## src/rtl/multicycle_main_fsm.sv

```systemverilog
// Main sequencing FSM for the multicycle RV32I core: walks each instruction through
// fetch/decode/execute/memory/writeback and decodes every datapath select and strobe.
module multicycle_main_fsm (
  input  logic       clk,
  input  logic       rst,
  input  logic [6:0] Opcode,
  input  logic [2:0] Funct3,
  input  logic       mem_ready,
  input  logic [1:0] Comp,
  output logic       PCWrite,
  output logic       PCSrc,
  output logic       AddrSrc,
  output logic       MemRead,
  output logic       MemWrite,
  output logic       IRWrite,
  output logic       RegWrite,
  output logic [1:0] WritebackSrc,
  output logic [1:0] ALUSrcA,
  output logic [1:0] ALUSrcB,
  output logic [1:0] ALUOp,
  output logic       instr_done,
  output logic       illegal_op,
  output logic [3:0] state
);

  // state          | meaning
  // FETCH          | read instruction at PC, PC <= PC+4 when memory answers
  // DECODE         | ALUOut <= OldPC+imm, dispatch on opcode
  // MEMADR         | ALUOut <= rs1+imm for loads/stores
  // MEMREAD/MEMWB  | load data access, then write rd from memory
  // MEMWRITE       | store data access, ends instruction
  // EXECR/EXECI    | funct-decoded ALU op with rs2 / immediate
  // ALUWB          | rd <= ALUOut
  // JAL/JALRWB     | rd <= OldPC+4 and PC <= ALUOut on the same edge
  // JALR           | ALUOut <= rs1+imm
  // BRANCH         | compare rs1/rs2, PC <= ALUOut when taken
  // LUI/AUIPC      | rd <= ALU result directly
  typedef enum logic [3:0] {
    S_FETCH    = 4'd0,
    S_DECODE   = 4'd1,
    S_MEMADR   = 4'd2,
    S_MEMREAD  = 4'd3,
    S_MEMWB    = 4'd4,
    S_MEMWRITE = 4'd5,
    S_EXECR    = 4'd6,
    S_EXECI    = 4'd7,
    S_ALUWB    = 4'd8,
    S_JAL      = 4'd9,
    S_JALR     = 4'd10,
    S_JALRWB   = 4'd11,
    S_BRANCH   = 4'd12,
    S_LUI      = 4'd13,
    S_AUIPC    = 4'd14
  } state_e;

  localparam logic [6:0] OP_LOAD   = 7'b0000011;
  localparam logic [6:0] OP_STORE  = 7'b0100011;
  localparam logic [6:0] OP_RTYPE  = 7'b0110011;
  localparam logic [6:0] OP_ITYPE  = 7'b0010011;
  localparam logic [6:0] OP_JAL    = 7'b1101111;
  localparam logic [6:0] OP_JALR   = 7'b1100111;
  localparam logic [6:0] OP_BRANCH = 7'b1100011;
  localparam logic [6:0] OP_LUI    = 7'b0110111;
  localparam logic [6:0] OP_AUIPC  = 7'b0010111;

  state_e     state_q, state_d;
  logic       pc_write, ir_write, reg_write, mem_read, mem_write, done, illegal;
  logic       pc_src, addr_src, taken;
  logic [1:0] wb_src, src_a, src_b, alu_op;

  always_comb begin
    state_d   = state_q;
    pc_write  = 1'b0;
    ir_write  = 1'b0;
    reg_write = 1'b0;
    mem_read  = 1'b0;
    mem_write = 1'b0;
    done      = 1'b0;
    illegal   = 1'b0;
    pc_src    = 1'b0;
    addr_src  = 1'b0;
    taken     = 1'b0;
    wb_src    = 2'b00;
    src_a     = 2'b00;
    src_b     = 2'b00;
    alu_op    = 2'b00;
    case (state_q)
      S_FETCH: begin
        mem_read = 1'b1;
        src_b    = 2'b10;
        ir_write = mem_ready;
        pc_write = mem_ready;
        if (mem_ready) state_d = S_DECODE;
      end
      S_DECODE: begin
        src_a = 2'b01;
        src_b = 2'b01;
        case (Opcode)
          OP_LOAD, OP_STORE: state_d = S_MEMADR;
          OP_RTYPE:          state_d = S_EXECR;
          OP_ITYPE:          state_d = S_EXECI;
          OP_JAL:            state_d = S_JAL;
          OP_JALR:           state_d = S_JALR;
          OP_BRANCH:         state_d = S_BRANCH;
          OP_LUI:            state_d = S_LUI;
          OP_AUIPC:          state_d = S_AUIPC;
          default: begin
            state_d = S_FETCH;
            illegal = 1'b1;
            done    = 1'b1;
          end
        endcase
      end
      S_MEMADR: begin
        src_a   = 2'b10;
        src_b   = 2'b01;
        state_d = Opcode[5] ? S_MEMWRITE : S_MEMREAD;
      end
      S_MEMREAD: begin
        addr_src = 1'b1;
        mem_read = 1'b1;
        if (mem_ready) state_d = S_MEMWB;
      end
      S_MEMWB: begin
        wb_src    = 2'b01;
        reg_write = 1'b1;
        done      = 1'b1;
        state_d   = S_FETCH;
      end
      S_MEMWRITE: begin
        addr_src  = 1'b1;
        mem_write = 1'b1;
        done      = mem_ready;
        if (mem_ready) state_d = S_FETCH;
      end
      S_EXECR: begin
        src_a   = 2'b10;
        alu_op  = 2'b10;
        state_d = S_ALUWB;
      end
      S_EXECI: begin
        src_a   = 2'b10;
        src_b   = 2'b01;
        alu_op  = 2'b10;
        state_d = S_ALUWB;
      end
      S_ALUWB: begin
        reg_write = 1'b1;
        done      = 1'b1;
        state_d   = S_FETCH;
      end
      S_JAL, S_JALRWB: begin
        src_a     = 2'b01;
        src_b     = 2'b10;
        wb_src    = 2'b10;
        reg_write = 1'b1;
        pc_src    = 1'b1;
        pc_write  = 1'b1;
        done      = 1'b1;
        state_d   = S_FETCH;
      end
      S_JALR: begin
        src_a   = 2'b10;
        src_b   = 2'b01;
        state_d = S_JALRWB;
      end
      S_BRANCH: begin
        src_a  = 2'b10;
        alu_op = 2'b01;
        pc_src = 1'b1;
        done   = 1'b1;
        case (Funct3)
          3'b000:         taken = Comp[0];
          3'b001:         taken = ~Comp[0];
          3'b100, 3'b110: taken = Comp[1];
          3'b101, 3'b111: taken = ~Comp[1];
          default:        illegal = 1'b1;
        endcase
        pc_write = taken;
        state_d  = S_FETCH;
      end
      S_LUI: begin
        src_b     = 2'b01;
        alu_op    = 2'b11;
        wb_src    = 2'b10;
        reg_write = 1'b1;
        done      = 1'b1;
        state_d   = S_FETCH;
      end
      S_AUIPC: begin
        src_a     = 2'b01;
        src_b     = 2'b01;
        wb_src    = 2'b10;
        reg_write = 1'b1;
        done      = 1'b1;
        state_d   = S_FETCH;
      end
      default: state_d = S_FETCH;
    endcase
  end

  always_ff @(posedge clk or negedge rst) begin
    if (!rst) state_q <= S_FETCH;
    else      state_q <= state_d;
  end

  // Strobes are gated by reset directly so a pending memory access drops immediately.
  assign PCWrite      = rst & pc_write;
  assign IRWrite      = rst & ir_write;
  assign RegWrite     = rst & reg_write;
  assign MemRead      = rst & mem_read;
  assign MemWrite     = rst & mem_write;
  assign instr_done   = rst & done;
  assign illegal_op   = rst & illegal;
  assign PCSrc        = pc_src;
  assign AddrSrc      = addr_src;
  assign WritebackSrc = wb_src;
  assign ALUSrcA      = src_a;
  assign ALUSrcB      = src_b;
  assign ALUOp        = alu_op;
  assign state        = state_q;

endmodule

```

## config.mk

```make
export PLATFORM = sky130hd
export DESIGN_NAME = multicycle_main_fsm
export DESIGN_NICKNAME = d
export VERILOG_FILES = /design/src/rtl/multicycle_main_fsm.sv
export SDC_FILE = /design/constraint.sdc
export NUM_CORES = 1
export LEC_CHECK = 0
export ABC_CLOCK_PERIOD_IN_PS = 1750
export CAP_MARGIN = 5
export CORE_MARGIN = 8
export CORE_UTILIZATION = 36
export CTS_CLUSTER_SIZE = 25
export DETAILED_ROUTE_END_ITERATION = 6
export PLACE_DENSITY = 0.73
export SYNTH_ARGS = -nofsm -noshare
export SYNTH_HDL_FRONTEND = slang
export SYNTH_SLANG_ARGS = --single-unit
```

## constraint.sdc

```tcl
create_clock -name clk -period 1.75 [get_ports clk]
set_input_delay 0.2625 -clock clk [delete_from_list [all_inputs] [get_ports clk]]
set_output_delay 0.2625 -clock clk [all_outputs]
set_load 0.01 [all_outputs]
```

Word level (Yosys, flattened, before mapping)
Cells that the tools add are included.
{"block": "word_totals", "out_inout_bits": 21, "register_bits": 4, "input_bits": 15, "word_cells": 83}
{"block": "classes", "n_reduce_logical": 20, "eq_ne": 31, "bitwise_logic": 9, "n_mux": 22}
{"cell": "4-bit case mux with 8 select lines", "count": 1}
{"cell": "4-bit equality test, second input constant", "count": 7}
{"cell": "4-bit case mux with 7 select lines", "count": 1}
{"cell": "7-bit by 6-bit equality test with 1-bit output, second input constant", "count": 3}
{"cell": "7-bit equality test, second input constant", "count": 3}
{"cell": "6-bit OR reduction", "count": 3}
{"cell": "4-bit by 3-bit equality test with 1-bit output, second input constant", "count": 4}
{"cell": "7-bit by 5-bit equality test with 1-bit output, second input constant", "count": 2}
{"cell": "2-bit OR reduction", "count": 7}
{"cell": "3-bit equality test, second input constant", "count": 4}
{"cell": "4-bit 2-to-1 mux", "count": 3}
{"cell": "2-bit case mux with 2 select lines", "count": 3}
{"cell": "9-bit OR reduction", "count": 1}
{"cell": "4-bit by 2-bit equality test with 1-bit output, second input constant", "count": 2}
{"cell": "1-bit 2-to-1 mux", "count": 8}
{"cell": "4-bit OR reduction", "count": 2}
{"cell": "1-bit AND", "count": 7}
{"cell": "7-bit by 2-bit equality test with 1-bit output, second input constant", "count": 1}
{"cell": "7-bit OR reduction", "count": 1}
{"cell": "2-bit inequality test, second input constant", "count": 3}
{"cell": "1-bit case mux with 3 select lines", "count": 2}
{"cell": "2-bit case mux with 3 select lines", "count": 1}
{"cell": "3-bit OR reduction", "count": 2}
{"cell": "5-bit OR reduction", "count": 1}
{"cell": "9 further kinds", "count": 10}

Depth between registers and ports, before layout
{"block": "logic_depth", "depth_word": 5, "mapped_depth": 5, "ltp_nobuf": 4}

Worst setup path before layout
OpenSTA, ideal clock, no wires.
{"block": "synth_timing", "path_type": "flip-flop to output port", "from": "reg state_q[3], in the netlist state[3]", "to": "out ALUSrcA[1]", "arrival_ns": 1.277, "setup_slack_ns": 0.211, "n_path_buf": 1, "t_required_ns": 1.487, "stages_incl_launch_ff": 5, "cell_sequence": "dfrtp_1 -> clkbuf_1 -> and2_1 -> a21boi_0 -> o21ai_0"}
{"block": "synth_between", "elab_chain_len": 3, "elab_cells_between_ends": 12, "classes_between": "eq/ne (9); mux (1); reduce/logical (2)"}
{"element": "start, declared", "line_no": "66", "source": "state_e state_q, state_d;"}
{"element": "start signal, assigned", "line_no": "204", "source": "else state_q <= state_d;"}
{"element": "4-bit equality test (tied with other cells)", "line_no": "87", "source": "case (state_q)"}
{"element": "5-bit OR reduction (no line) / 4-bit OR reduction (equally long branches)"}
{"element": "2-bit case mux with 2 select lines *", "line_no": "87"}
{"element": "end, declared", "line_no": "18", "source": "output logic [1:0] ALUSrcA,"}
Every way passes the cells marked *; elsewhere a longest branch is shown, timed or not.

Final worst setup path
{"block": "layout_timing", "from": "reg state_q[1], in the netlist state[1]", "to": "out illegal_op"}
{"block": "layout_between", "elab_chain_len": 3, "elab_cells_between_ends": 4, "classes_between": "eq/ne (2); mux (1); bitwise (1)"}
{"element": "4-bit equality test / 4-bit by 1-bit equality test with 1-bit output (equally long branches)", "line_no": "87"}
{"element": "1-bit case mux with 2 select lines *", "line_no": "87"}
{"element": "1-bit AND *", "line_no": "214", "source": "assign illegal_op = rst & illegal;"}
{"element": "end, declared", "line_no": "22", "source": "output logic illegal_op,"}
Marked as above.

==> out/metrics.cfg <==
[outcome]
status = finished with violations
failed_checks = negative setup slack

[global_routing]
track_usage_pct = 15.9
grt_pass1_wl_um = 4660
grt_pass1_vias = 1065
antenna_found_initial = 0
overflow = 0
grt_max_degree = 13

[synthesis]
ys.flop_type = dfrtp_1
synth_warnings = 0
syn-cell-area_um2 = 717
syn_avg_cell_area_um2 = 6.64
synth_nets = 123
synth_seq_cells = 4
syn_inst = 108
ys_async_sr_fraction_pct = 100
synth_edf_count = 0
ys_seq_area_share_pct = 14.0
synth_cell_types = 41

[place]
place_inst = 200
hpwlAfterDp_um = 2220
place_congestion = 0.848
io_buffer_count = 35

[power_and_ir_drop]
p_leak_nw = 0.715
vdd_drop_max_v = 0.000284
p_per_area_nw_per_um2 = 440

[floorplanning]
fp.dieH_um = 60.6
die-area_um2 = 3680
num_rows = 16
start_util_pct = 37.3
core-area_um2 = 1920
fp.dieW_um = 60.6
io_pins = 36

[setup_path]
start_kind = register
crit_chain = and2b_2 > nand3_4 > a221oi_4 > a41o_1 > buf_2
arrival_ns = 1.57
path_class = reg2out
cp_slowest_stage_delay_ns = 0.44
cp-end-kind = primary output
cp_max_fo = 5
reg2reg_from = state[2]$_DFFE_PN0P_
startpoint = state[1]$_DFFE_PN0P_
critPathSlowestCell = dfrtp_2
crit_required_ns = 1.49

[timing]
min_period_ns = 1.83
hold_viol = 0
max_clock_freq_mhz = 545
setup_viol = 4
fin_ws_ns = -0.0838
skew_ns = 0.00107
slew_headroom_pct = 75.9
slew_viol_final = 0
worst_slew_pin_slew_ns = 0.358
min_period_over_period_pct = 105
rsz0062_at_grt = yes

[cells_and_area]
finalCoreUtilization_pct = 75.7
n_antenna_cell = 0
final_cells = 209
regArea_um2 = 104
multi_input_area_um2 = 667
area_growth_pct = 103
layout-drive-gt1-share_pct = 44.5
fill_cells = 156
largest_reg_flops = 4
fin_nets = 199

[clock_tree]
cts_tree = done
clk_path_buf_depth = 2
cts_max_level = 1
cts.sinks = 4
clkTransAtPathRegs_ns = 0.04
cts_root_buf = clkbuf_4
clk_latency_ns = 0.23
cts_buffers = 3
ctsHoldBuffers = 0

[hold_path]
hp-class = in2async

[detailed_routing]
postRouteAntennaNets = 0
routed_via_density = 5.26
routedWlPerCell_um = 14.3
drtPass1Iterations = 4
drt-total-wl_um = 2990
num_vias = 1099
drtIter0Drc = 26
drcViolationCount = 0

[job]
max_cap_viol_count = 0

[cell usage after synthesis, drive strengths merged, types with 3 or more instances]
cell,instances,share of area [%]
nand2,9,4.7
a221oi,3,4.5
a21oi,13,9.1
nand3,3,2.1
nor2,12,6.3
nor2b,4,3.5
nor3b,3,3.8
inv,4,2.1
buf,3,1.9
and2,4,3.5
dfrtp,4,14
clkbuf,3,1.7
o21ai,11,7.7
nand2b,3,2.6
[final timing paths]
path | end | slack [ns] | cells past startpoint
setup / recovery | illegal_op | -0.08 | 5
hold / removal | state[0]$_DFFE_PN0P_ | 0.12 | 2
setup reg to reg | state[2]$_DFFE_PN0P_ | 0.17 | 7
hold reg to reg | state[2]$_DFFE_PN0P_ | 0.71 | 2
max in group asynchronous | state[2]$_DFFE_PN0P_ | 1.51 | 2
min in group clk | state[2]$_DFFE_PN0P_ | 0.55 | 5
[per-stage QoR]
stage / hold WS, ns / cell area [um^2] / TNS, ns / total power [mW] / setup WS [ns]
6_report: 0.121 / 1460 / -0.178 / 0.640 / -0.0838
5_1_grt: 0.128 / 1460 / -0.627 / 0.691 / -0.139
4_1_cts: 0.450 / 1370 / -0.0323 / 0.591 / -0.0158
3_5_place_dp: 0.667 / 1350 / -3.40 / 0.488 / -0.797
3_3_place_gp: 0.661 / 1350 / -3.18 / 0.480 / -0.776
2_1_floorplan: -0.0331 / 717 / 0 / 0.269 / 0.211
[cell usage in the layout (no fill, tap or decap), types with 2 or more instances in the layout]
master / instances
buf_4: 38
a21oi_1: 12
o21ai_0: 11
buf_2: 10
nand2_1: 9
nor2_1: 9
clkdlybuf4s50_1: 9
dlygate4sd2_1: 8
buf_6: 5
and2_1: 3
inv_1: 3
nor2b_1: 3
clkbuf_4: 3
clkbuf_2: 3
dfrtp_2: 3
nor2_4: 2
nand2b_4: 2
a21boi_0: 2
nor3_1: 2
nor3b_2: 2
a221oi_1: 2
a41o_1: 2
nand3_1: 2
o32ai_1: 2
o211ai_1: 2
dlymetal6s2s_1: 2
[logic make-up after synthesis]
kind of cell | share of synthesized area, %
AOI/OAI and AO/OA | 38.7
xor gates and xnor gates | 2.44
buffers and inverters | 5.76
muxes | 1.40
DFF | 14.0
and+or+nand+nor | 37.7
[critical path: cells and delay by family, from the launching register on]
kind / cells / cell delay [ns]
AO/OA/AOI/OAI: 2 / 0.41
buffers and inverters: 1 / 0.13
flip-flops: 1 / 0.44
AND/OR/NAND/NOR: 2 / 0.35
[layer usage]
metal | share of wire, % | track usage [%]
met1 | 41 | 17.6
met2 | 51 | 30.2
met3 | 6.8 | 3.18
met4 | 0.64 | 2.99
met5 | 0 | 0
[final cells by class]
class                   instances  area share [%]
clock buffers                   3            1.55
inverters                       4            1.03
multi-input cells              94            45.8
flip-flops and latches          4            7.14
well taps                      27            2.32
repair buffers                 77            42.1
[power breakdown]
group | switching (mW) | internal (mW)
Sequential | 0.0104 | 0.100
Combinational | 0.197 | 0.220
Clock | 0.0352 | 0.0766
Total | 0.243 | 0.397
[timing repair]
| action | 4_1_cts | 5_1_grt |
|---|---|---|
| buffers inserted | 6 | 0 |
| gates resized for setup | 68 | 28 |
| setup endpoints to repair | 17 | 11 |
| pin swaps | 5 | 7 |
| cloned | 0 | 0 |
| endpoints found under the hold margin | 0 | 0 |
No activity file was read; power rests on OpenSTA's default activity.
